===== config.mk =====
export PLATFORM = sky130hd
export DESIGN_NAME = mod_47
export DESIGN_NICKNAME = d
export VERILOG_FILES = /design/src/rtl/mod_47_pkg.sv /design/src/rtl/mod_47_wrap.sv /design/src/rtl/mod_47.sv
export SDC_FILE = /design/constraint.sdc
export NUM_CORES = 1
export LEC_CHECK = 0
export CORE_AREA = 2 2 39 41
export CTS_CLUSTER_DIAMETER = 80
export DETAILED_ROUTE_END_ITERATION = 7
export DIE_AREA = 0 0 41 43
export GPL_TIMING_DRIVEN = 1
export PLACE_DENSITY_LB_ADDON = 0.3
export SYNTH_ARGS = -nofsm -noshare
export SYNTH_HDL_FRONTEND = slang
export SYNTH_SLANG_ARGS = --single-unit

===== constraint.sdc =====
create_clock -name clk -period 1.3 [get_ports clk]
set_clock_uncertainty 0.1 [all_clocks]
set_input_delay 0.195 -clock clk [delete_from_list [all_inputs] [get_ports clk]]
set_output_delay 0.195 -clock clk [all_outputs]
set_load 0.01 [all_outputs]

===== src/rtl/mod_47_pkg.sv =====
// Shared constants for the modulo-47 counter slice.
// The counter runs 0..MAX and wraps back to 0.
package mod_47_pkg;

  localparam int MODULUS = 47;
  localparam int WIDTH   = 6;
  localparam int MAX     = MODULUS - 1;

endpackage


===== src/rtl/mod_47_wrap.sv =====
// Combinational modulo helpers for the counter.
// inc is (cur+1) mod MODULUS; norm folds a raw load value into 0..MODULUS-1.
module mod_47_wrap #(
  parameter int MODULUS = mod_47_pkg::MODULUS,
  parameter int WIDTH   = mod_47_pkg::WIDTH
) (
  input  logic [WIDTH-1:0] cur,
  input  logic [WIDTH-1:0] raw,
  output logic [WIDTH-1:0] inc,
  output logic [WIDTH-1:0] norm
);

  // One extra bit so MODULUS == 2**WIDTH is still representable.
  localparam logic [WIDTH:0]   MOD_EXT = (WIDTH+1)'(MODULUS);
  localparam logic [WIDTH-1:0] MAX_VAL = WIDTH'(MODULUS - 1);

  logic [WIDTH:0] raw_ext;

  // A single conditional subtract suffices because a WIDTH-bit value is
  // always below 2*MODULUS for the supported parameter range.
  always_comb begin
    raw_ext = {1'b0, raw};
    inc     = (cur == MAX_VAL) ? '0 : cur + 1'b1;
    norm    = (raw_ext >= MOD_EXT) ? WIDTH'(raw_ext - MOD_EXT) : raw;
  end

endmodule


===== src/rtl/mod_47.sv =====
// Modulo-47 counter with synchronous reset and parallel load.
// Priority at each edge: rst, then load, then increment.
module mod_47 #(
  parameter int MODULUS = mod_47_pkg::MODULUS,
  parameter int WIDTH   = mod_47_pkg::WIDTH
) (
  input  logic             clk,
  input  logic             rst,
  input  logic             load,
  input  logic [WIDTH-1:0] in,
  output logic [WIDTH-1:0] count
);

  logic [WIDTH-1:0] count_inc;
  logic [WIDTH-1:0] load_norm;

  mod_47_wrap #(
    .MODULUS(MODULUS),
    .WIDTH  (WIDTH)
  ) u_wrap (
    .cur (count),
    .raw (in),
    .inc (count_inc),
    .norm(load_norm)
  );

  always_ff @(posedge clk) begin
    if (rst)
      count <= '0;
    else if (load)
      count <= load_norm;
    else
      count <= count_inc;
  end

endmodule


==> run_results.csv <==
group,metric,value,unit
finish,final_cell_mix,"dlygate4sd2_1, buf_4, o22ai_1",
setup_path,max_stage_delay,380,ps
cts,cts_tree,"done",
grt,use_met1,15.2,%
worst_hold_path,min_to,"count[5]",
synth,syn_area,390,um2
route,num_vias,416,
cts,clk_latency,250,ps
setup_path,cp_slowest_cell,"dfxtp_4",
die,pin_count,15,
setup_path,crit_chain,"inv_4 > ha_4 > a21oi_2 > mux2i_1 > o22ai_1 > nor2b_2",
power_and_ir_drop,power.total,0.551,mW
worst_hold_path,hold_start,"in[5]",
grt,grt_pass1_wl,1550,um
route,drt_iter0_markers,5,
worst_hold_path,holdPathStages,4,
setup_path,crit_fanout,5,
run_status,outcome,"complete, no violations",
sta,maxSlewHeadroom,86.0,%
synth,ys_ff_latch,6,
grt,grt_antenna_before_repair,0,
grt,grt_overflow_total,0,
route,postRouteAntennaNets,0,
finish,n_antenna_cell,0,
setup_path,cp-end-kind,"flip-flop",
worst_hold_path,hold_class,"in -> reg",
setup_path,critPathBufInv,1,
synth,syn_nets,56,
grt,top_usage_layer,"met2",
die,die_area,0.00176,mm2
cts,path_clk_slew,40,ps
finish,reg_top3,"count: 6 flops",
setup_path,r2r-start,"count[0]",
power_and_ir_drop,p_int,0.396,mW
die,start_util,28.2,%
grt,grt_use_met2,19.7,%
sta,setup_viol,0,
power_and_ir_drop,power_frac_clock,31.3,%
sta,tightest_slew,209,ps
sta,tns,0,ps
power_and_ir_drop,powerDensity,771,mW/mm2
cts,cts_setup_buffers,0,
setup_path,worstReg2RegEnd,"count[4]",
synth,synth-seq-area-share,30.8,%
route,drt_first_pass_iters,3,
die,die_w,41,um
cts,cts_max_level,1,
sta,hold_viol_final,0,
synth,avgSynthCellArea,8.87,um2
setup_path,crit_type,"reg -> reg",
route,avgRoutedWirePerCell,10.7,um
grt,grt_use_total,13.8,%
synth,ys.flop_type,"dfxtp_1",
job,maxCapViolations,0,
route,viasPerCell,4.84,
sta,fin_crit,1260,ps
grt,grt_max_degree,6,
synth,postSynthCellCount,44,
cts,cts.sinks,6,
die,core.rowCount,14,
cts,clock_path_buffers,2,
die,core,0.00138,mm2
synth,ys_warn_count,0,
setup_path,cp-start-kind,"flip-flop",
power_and_ir_drop,combPwrFrac,28.4,%
setup_path,cp.required,1390,ps
power_and_ir_drop,p_sw_share,28.1,%
cts,cts_root_buf,"clkbuf_4",
synth,async_flop_share,0,%
finish,regMostFlops,"count",
synth,synthDistinctLibCells,20,
power_and_ir_drop,vdd_ir_drop_max,0.297,mV
route,routed_wl,920,um
cts,numCtsBuffers,3,
die,die_y,43,um
setup_path,r2r_cells,6,
power_and_ir_drop,p_seq_share,40.3,%
placed_design,dp_hpwl,732,um
grt,grt_pass1_vias,405,
finish,fin_util,51.6,%
placed_design,port_buffers,14,
grt,groute.layer.met3.usage,1.57,%
finish,largest_reg_flops,6,
power_and_ir_drop,p_sw,0.155,mW
synth,synth_edf_count,0,
setup_path,r2r_slack,40,ps
placed_design,gp_congestion,0.735,
finish,layout.nets,84,
setup_path,cp_top_family,"flip-flops",
sta,maxSlewViolCount,0,
sta,max_freq,794,MHz
power_and_ir_drop,p_leak,0.322,nW
sta,post-route-period-util,96.9,%
finish,drive_gt1_share,38.6,%
route,route.detailed.drc,0,
setup_path,cp.arrival,1350,ps
finish,syn2layout_area_growth,83.0,%
cts,cts_hold_buf,0,
worst min-delay path, delay by kind of cell:
kind | cells | cell delay, ps
buffers and inverters | 2 | 230
and+or+nand+nor | 1 | 110
AOI/OAI and AO/OA | 1 | 70
layout make-up:
cell class              instances  area, um2
fillers                       135        669
multi-input cells              36        335
repair buffers                 23        201
flip-flops and latches          6        125
clock buffers                   3       22.5
well taps                      16       20.0
inverters                       2       10.0
layer usage:
layer	part of all wire [%]	up-vias
li1	-	214
met1	42	187
met2	50	12
met3	4.0	3
met4	3.4	0
met5	0	-
power groups by stage:
stage          sequential [mW]  clock [mW]  combinational, mW
6_report                 0.222       0.172              0.156
5_1_grt                  0.224       0.193              0.174
4_1_cts                  0.214       0.177              0.148
3_5_place_dp             0.217           0              0.149
3_3_place_gp             0.216           0              0.148
2_1_floorplan            0.222           0             0.0532
cells in the mapped netlist, drive strengths merged, types with 2 or more instances:
| cell | number | share of area, % |
|---|---|---|
| xnor2 | 3 | 6.7 |
| nand2 | 3 | 2.9 |
| mux2i | 2 | 5.1 |
| xor2 | 3 | 6.7 |
| nor2 | 2 | 1.9 |
| o21ai | 2 | 2.6 |
| o22ai | 5 | 8.0 |
| nand3 | 4 | 5.1 |
| inv | 2 | 1.9 |
| ha | 3 | 9.6 |
| dfxtp | 6 | 31 |
per-stage QoR:
| step | worst slack [ps] | instance area (um2) | hold WS [ps] | std cells |
|---|---|---|---|---|
| 2_1_floorplan | 46.1 | 390 | 167 | 44 |
| 3_3_place_gp | -462 | 618 | 429 | 83 |
| 3_5_place_dp | -482 | 618 | 439 | 83 |
| 4_1_cts | 17.7 | 662 | 366 | 86 |
| 5_1_grt | -53.3 | 714 | 341 | 86 |
| 6_report | 40.0 | 714 | 303 | 86 |
kinds of logic after synthesis:
logic type	count (synthesis)	synth area share, %
AOI/OAI and AO/OA	10	15.7
xor gates and xnor gates	6	13.5
adders and majority gates	3	9.62
buffers and inverters	2	1.92
DFF	6	30.8
muxes	2	5.13
and+or+nand+nor	15	23.4
worst max-delay path by stage:
stage	from	endpoint	slack (ps)	cells after the start
final	count[0]	count[4]	40	6
after global routing	count[0]	count[4]	-50	6
after CTS	in[5]	count[5]	20	4
after detailed placement	in[0]	count[1]	-480	6
after global placement	in[0]	count[1]	-460	6
after floorplan	count[0]	count[4]	50	6
repair_timing:
action,in CTS,in global routing
gates resized for setup,15,15
gates cloned,0,0
pin swaps,2,3
endpoints found under the setup margin,12,4
(Power assumes the default switching activity.)
